$ cat config.mk
export PLATFORM = sky130hd
export DESIGN_NAME = karatsuba_seq_ctrl
export DESIGN_NICKNAME = d
export VERILOG_FILES = /design/src/rtl/karatsuba_pkg.sv /design/src/rtl/karatsuba_mid_fix.sv /design/src/rtl/karatsuba_seq_ctrl.sv
export SDC_FILE = /design/constraint.sdc
export NUM_CORES = 1
export LEC_CHECK = 0
export ABC_AREA = 1
export CAP_MARGIN = 15
export CORE_ASPECT_RATIO = 1.75
export CORE_UTILIZATION = 25
export CTS_CLUSTER_DIAMETER = 30
export DETAILED_ROUTE_END_ITERATION = 10
export PLACE_DENSITY = 0.4
export SETUP_SLACK_MARGIN = 0.1
export SYNTH_ARGS = -nofsm -noshare
export SYNTH_HDL_FRONTEND = slang
export SYNTH_SLANG_ARGS = --single-unit
export TNS_END_PERCENT = 30
$ cat constraint.sdc
create_clock -name clk_i -period 5.2 [get_ports clk_i]
set_input_delay 0.52 -clock clk_i [delete_from_list [all_inputs] [get_ports clk_i]]
set_output_delay 0.52 -clock clk_i [all_outputs]
set_load 0.1 [all_outputs]
$ cat src/rtl/karatsuba_pkg.sv
// Shared widths and FSM state type for the sequential 12x12 Karatsuba multiplier.
package karatsuba_pkg;

  localparam int unsigned HALF_W = 6;
  localparam int unsigned FULL_W = 12;
  localparam int unsigned SUM_W  = 7;
  localparam int unsigned MID_W  = 14;
  localparam int unsigned Z1_W   = 13;
  localparam int unsigned PROD_W = 24;

  typedef enum logic [2:0] {
    IDLE,
    MUL_LO,
    MUL_HI,
    MUL_MID,
    DONE
  } state_e;

endpackage

$ cat src/rtl/karatsuba_mid_fix.sv
// Middle Karatsuba term: rebuilds sa*sb from the 6x6 product of the low sum bits,
// then removes z2 and z0.
module karatsuba_mid_fix
  import karatsuba_pkg::*;
(
  input  logic [FULL_W-1:0] mul_c_i,
  input  logic [SUM_W-1:0]  sa_i,
  input  logic [SUM_W-1:0]  sb_i,
  input  logic [FULL_W-1:0] z0_i,
  input  logic [FULL_W-1:0] z2_i,
  output logic [Z1_W-1:0]   z1_o
);

  logic [MID_W-1:0] w_corr_a;
  logic [MID_W-1:0] w_corr_b;
  logic [MID_W-1:0] w_corr_ab;
  logic [MID_W-1:0] w_m;
  logic [MID_W-1:0] w_diff;

  // The multiplier only sees sa[5:0]*sb[5:0]; the carry bits of the sums add the cross terms back.
  always_comb begin
    w_corr_a  = sa_i[SUM_W-1] ? {2'b00, sb_i[HALF_W-1:0], 6'b000000} : '0;
    w_corr_b  = sb_i[SUM_W-1] ? {2'b00, sa_i[HALF_W-1:0], 6'b000000} : '0;
    w_corr_ab = (sa_i[SUM_W-1] & sb_i[SUM_W-1]) ? MID_W'(4096) : '0;
    w_m       = {2'b00, mul_c_i} + w_corr_a + w_corr_b + w_corr_ab;
    w_diff    = w_m - {2'b00, z2_i} - {2'b00, z0_i};
    z1_o      = w_diff[Z1_W-1:0];
  end

  // z1 never exceeds 7938, so the top difference bit is always zero.
  logic w_unused;
  assign w_unused = w_diff[MID_W-1];

endmodule

$ cat src/rtl/karatsuba_seq_ctrl.sv
// Sequencer for a 12x12 unsigned Karatsuba product sharing one external 6x6
// combinational multiplier over three cycles, with valid/ready on both sides.
module karatsuba_seq_ctrl
  import karatsuba_pkg::*;
(
  input  logic              clk_i,
  input  logic              rst_ni,
  input  logic              in_valid_i,
  output logic              in_ready_o,
  input  logic [FULL_W-1:0] a_i,
  input  logic [FULL_W-1:0] b_i,
  output logic              out_valid_o,
  input  logic              out_ready_i,
  output logic [PROD_W-1:0] p_o,
  output logic [HALF_W-1:0] mul_a_o,
  output logic [HALF_W-1:0] mul_b_o,
  input  logic [FULL_W-1:0] mul_c_i
);

  state_e              r_state;
  state_e              w_state_d;
  logic [HALF_W-1:0]   r_a0, r_a1, r_b0, r_b1;
  logic [SUM_W-1:0]    r_sa, r_sb;
  logic [FULL_W-1:0]   r_z0, r_z2;
  logic [PROD_W-1:0]   r_p;
  logic [Z1_W-1:0]     w_z1;
  logic [PROD_W-1:0]   w_p;
  logic                w_accept;

  karatsuba_mid_fix u_mid_fix (
    .mul_c_i (mul_c_i),
    .sa_i    (r_sa),
    .sb_i    (r_sb),
    .z0_i    (r_z0),
    .z2_i    (r_z2),
    .z1_o    (w_z1)
  );

  assign w_accept = (r_state == IDLE) & in_valid_i;
  assign w_p      = (PROD_W'(r_z2) << FULL_W) + (PROD_W'(w_z1) << HALF_W) + PROD_W'(r_z0);
  assign p_o      = r_p;

  always_comb begin
    w_state_d   = r_state;
    in_ready_o  = 1'b0;
    out_valid_o = 1'b0;
    mul_a_o     = '0;
    mul_b_o     = '0;
    unique case (r_state)
      IDLE: begin
        in_ready_o = 1'b1;
        if (in_valid_i) w_state_d = MUL_LO;
      end
      MUL_LO: begin
        mul_a_o   = r_a0;
        mul_b_o   = r_b0;
        w_state_d = MUL_HI;
      end
      MUL_HI: begin
        mul_a_o   = r_a1;
        mul_b_o   = r_b1;
        w_state_d = MUL_MID;
      end
      MUL_MID: begin
        mul_a_o   = r_sa[HALF_W-1:0];
        mul_b_o   = r_sb[HALF_W-1:0];
        w_state_d = DONE;
      end
      DONE: begin
        out_valid_o = 1'b1;
        if (out_ready_i) w_state_d = IDLE;
      end
      default: w_state_d = IDLE;
    endcase
  end

  always_ff @(posedge clk_i or negedge rst_ni) begin
    if (!rst_ni) begin
      r_state <= IDLE;
    end else begin
      r_state <= w_state_d;
    end
  end

  always_ff @(posedge clk_i or negedge rst_ni) begin
    if (!rst_ni) begin
      r_a0 <= '0;
      r_a1 <= '0;
      r_b0 <= '0;
      r_b1 <= '0;
      r_sa <= '0;
      r_sb <= '0;
      r_z0 <= '0;
      r_z2 <= '0;
      r_p  <= '0;
    end else begin
      if (w_accept) begin
        r_a0 <= a_i[HALF_W-1:0];
        r_a1 <= a_i[FULL_W-1:HALF_W];
        r_b0 <= b_i[HALF_W-1:0];
        r_b1 <= b_i[FULL_W-1:HALF_W];
        r_sa <= {1'b0, a_i[FULL_W-1:HALF_W]} + {1'b0, a_i[HALF_W-1:0]};
        r_sb <= {1'b0, b_i[FULL_W-1:HALF_W]} + {1'b0, b_i[HALF_W-1:0]};
      end
      if (r_state == MUL_LO)  r_z0 <= mul_c_i;
      if (r_state == MUL_HI)  r_z2 <= mul_c_i;
      if (r_state == MUL_MID) r_p  <= w_p;
    end
  end

endmodule

Word-level counts from Yosys, hierarchy flattened
Cells that the tools add are included.
- flip-flop bits (word level): 89
- $add $sub $neg: 9
- eq/ne operators: 6
- multiplexer cells: 10
- bitwise logic cells: 2
- reduce and logical (&&, ||, !) cells: 2
- operator list (kind ; number):
    one-hot mux 6 bit (3 select lines) ; 2
    adder 13 bit ; 2
    subtractor 13 x 12 -> 13 bit ; 2
    adder 24 x 12 -> 24 bit ; 1
    adder 24 x 19 -> 24 bit ; 1
    2-to-1 mux 12 bit ; 2
    one-hot mux 3 bit (5 select lines) ; 1
    adder 6 x 6 -> 7 bit ; 2
    adder 12 x 13 -> 13 bit ; 1
    2-to-1 mux 13 bit ; 1
    equality test 3 x 2 -> 1 bit, second input constant ; 2
    2-to-1 mux 3 bit ; 2
    != test 2 bit, second input constant ; 2
    equality test 3 x 1 -> 1 bit, second input constant ; 1
    equality test 3 bit, second input constant ; 1
    logical NOT 3 bit ; 1
    bitwise AND 1 bit ; 2
    2-to-1 mux 1 bit ; 2
    AND reduction 2 bit ; 1

Logic depth before layout (Yosys ltp)
- depth after elaboration: 8
- mapped depth: 27
- depth with buffers taken out: 27

By module
Synthesis repeated with hierarchy kept, for this count alone.
- cells, all modules: 837
- area, all modules: 6256.0 µm²
- modules (own cells, without submodules) (module ; times used ; cells each ; area an instance (µm²) ; sequential area each (µm²)):
    karatsuba_seq_ctrl ; 1 ; 635 ; 4862.2 ; 2227.1
    karatsuba_mid_fix ; 1 ; 202 ; 1393.8 ; 0.0

Least setup slack after synthesis
OpenSTA, ideal clock, no wires.
- path kind: input to register
- start point: in mul_c_i[7]
- end point: reg r_p[23], in the netlist p_o[23]
- data arrival time: 4207 ps
- required time: 5080 ps
- slack: 874 ps
- cell stages on the path: 25
- path buffers: 0
- cell sequence: inv_1 fa_1 inv_1 fa_1 inv_1 fa_1 inv_1 ha_1 nand2_1 inv_1 nand2_1 nand2_1 a21oi_1 o21ai_0 nand2_1 nand2_1 ha_1 nand2_1 nor2_1 and2_1 nand2_1 nand2_1 nand3_1 nand3_1 nand2_1
- word-level cells in the longest chain between the ends: 7
- RTL lines (what ; RTL line ; text):
    from (decl) ; karatsuba_seq_ctrl.sv:17 ; input logic [FULL_W-1:0] mul_c_i
    adder 12 x 13 -> 13 bit ; karatsuba_mid_fix.sv:25 ; w_m = {2'b00, mul_c_i} + w_corr_a + w_corr_b + w_corr_ab;
    adder 13 bit (2 in a row) ; karatsuba_mid_fix.sv:25 ;
    subtractor 13 x 12 -> 13 bit (2 in a row) ; karatsuba_mid_fix.sv:26 ; w_diff = w_m - {2'b00, z2_i} - {2'b00, z0_i};
    adder 24 x 19 -> 24 bit ; karatsuba_seq_ctrl.sv:40 ; assign w_p = (PROD_W'(r_z2) << FULL_W) + (PROD_W'(w_z1) << HALF_W) + PROD_W'(r_z0);
    adder 24 x 12 -> 24 bit ; karatsuba_seq_ctrl.sv:40 ;
    to (signal assigned) ; karatsuba_seq_ctrl.sv:107 ; if (r_state == MUL_MID) r_p <= w_p;
    to (decl) ; karatsuba_seq_ctrl.sv:25 ; logic [PROD_W-1:0] r_p;
No other way between the ends.
A chain may end at the register's enable or synchronous reset.

Worst setup path in the final report
Ends and elaborated chain as after synthesis.

==> flow_summary.ini <==
[timing]
setup_violations = 0
fin_crit_ps = 4749
finalCritPeriodShare_pct = 91.34
drv_slew = 0
rsz0062_at_grt = true
fmax_mhz = 210.5
fin_skew_ps = 8.969
final_hold_viol_count = 0
tightest_slew_ps = 1086
worst_slack_ps = 450.5
relSlewSlack_pct = 27.52

[yosys]
ys_ff_latch = 89
ys_warn_count = 0
ys_async_sr_fraction_pct = 100.0
ys_types = 31
synthFlopType = dfrtp_1
synth_edf_count = 0
netlist_area_um2 = 6040
synth_area_per_cell_um2 = 7.773
syn-num-nets = 889
synthCells = 777
yosysSeqAreaShare_pct = 36.88

[run_status]
status = finished, final reports clean

[clocking]
hold_buffers = 0
clockBufferDepth = 2
cts_tree = built
cts_resized = 0
cts_setup_buffers = 0
cts.clk_slew.worst_paths_ps = 70
cts_buffers = 9
clock_sinks = 89
h-tree-depth = 3
cts-root-buf = clkbuf_16
worstSkewPairLatency_ps = 360

[die]
die_w_um = 119.5
core_area_um2 = 23520
io_pins = 78
dieArea_um2 = 24810
row_count = 74
die_h_um = 207.6
start_util_pct = 25.68

[placed_design]
hpwl_mm = 13.75
pre_cts_slack_ps = -51.58
gp_congestion = 0.7662
portBuffers = 77

[drt]
vias = 5006
wl_per_cell_um = 14.70
drcViolationCount = 0
wirelength_mm = 17.19
drtPass1Iterations = 5
vias_per_cell = 4.282
ant_nets = 0
drtIter0Drc = 141

[layout]
regArea_um2 = 2227
num_antenna_cells = 0
multi_input_area_um2 = 3331
layout_common_cells = nand2_1, inv_1, dfrtp_1
syn_to_final_growth_pct = 25.05
final_common_cell = nand2_1
nNetsFinal = 972
drive_above_1_share_pct = 5.549
fill_cells = 2624

[grt]
grt.total_usage_pct = 15.06
grt_pass1_wl_mm = 28.17
use_met1_pct = 15.05
busiest_layer = met2
grt.overflow.total = 0
grt_pass1_vias = 5427
antenna_found_initial = 0
use_met2_pct = 29.94
use_met3_pct = 1.951
grt_max_degree = 48

[setup_path]
r2r_cells = 23
cp_max_fo = 4
crit_type = primary input to flip-flop
crit_arrival_ps = 5000
start_kind = primary input
end_kind = flip-flop
required_ps = 5450

[job]
max-cap-violations = 0

[hold_path]
min_path_type = primary input to asynchronous set/reset pin
synthesized netlist by cell type, types with 4 or more instances:
cell type	number	area (um2)
nand2_1	292	1096
clkbuf_1	13	48.80
a31oi_1	4	25.02
inv_1	111	416.7
a21oi_1	21	105.1
buf_2	8	40.04
nand3_1	40	200.2
o21ai_0	46	230.2
a21o_1	4	30.03
fa_1	28	560.5
nand3b_1	4	30.03
xor2_1	10	87.58
xnor2_1	10	87.58
nor2_1	23	86.33
dfrtp_1	89	2227
o21ai_1	6	30.03
ha_1	44	550.5
logic make-up after synthesis:
family	Yosys count	synth area share [%]
AND/OR/NAND/NOR	372	25.09
adder cells (fa/ha/maj)	72	18.40
AO/OA/AOI/OAI	89	8.183
XOR/XNOR	20	2.900
flip-flops	89	36.88
buffers and inverters	135	8.556
state kept, by name, indices dropped and copies added, names as in the netlist:
register  cells
r_a0          6
r_a1          6
r_sb          7
r_z0         12
r_b1          6
r_sa          7
r_state       3
p_o          24
r_z2         12
r_b0          6
critical path, cell delays in order:
cell and delay, ps:
clkdlybuf4s50_1 540, inv_1 100, fa_1 550, inv_1 70, fa_1 530, inv_1 50, fa_1 530, inv_1 40
ha_1 320, nand2_1 80, nor2_1 160, nand3_1 130, nand3_1 140, xor2_2 170, ha_1 270, nand2_1 120
inv_1 50, nand2_1 60, nand2_1 40, a21oi_1 160, nand2_1 140, nand2_1 90, nand2_1 50, nand3_1 60
nand2_1 50
through the flow:
step | std cells | hold slack [ps] | utilization [%] | setup TNS (ps) | instance area [um2]
5_1_grt | 1169 | 196.9 | 32.11 | 0 | 7552
3_5_place_dp | 1153 | 458.2 | 30.71 | -79.54 | 7222
4_1_cts | 1169 | 188.6 | 31.97 | 0 | 7520
2_1_floorplan | 777 | 224.4 | - | 0 | 6040
6_report | 1169 | 153.6 | 32.11 | 0 | 7552
3_3_place_gp | 1153 | 454.7 | 30.71 | -50.32 | 7222
area by class of cell:
type / instances / share of cell area, %
inverter: 114 / 5.666
tap: 304 / 5.036
clock buffer: 11 / 3.214
sequential: 89 / 29.49
clock inverter: 5 / 0.7290
timing repair buffer: 93 / 11.76
multi-input combinational: 553 / 44.10
routing by layer:
| metal | wire [um] | part of all wire, % |
|---|---|---|
| met1 | 6381 | 37 |
| met2 | 10040 | 58 |
| met3 | 316 | 1.8 |
| met4 | 450 | 2.6 |
| met5 | 0 | 0 |
final timing paths:
check                            from       to  slack [ps]
min in group clk_i            r_a0[5]  r_a0[5]         470
max reg2reg                   r_z0[7]  p_o[23]         750
max                        mul_c_i[7]  p_o[23]         450
max in group asynchronous      rst_ni  r_a1[3]        3980
min reg2reg                   r_a0[5]  r_a0[5]         470
min                            rst_ni  p_o[18]         150
Power is not shown: default switching activity piles up to over one toggle a cycle in this logic, so the estimate is an artifact.
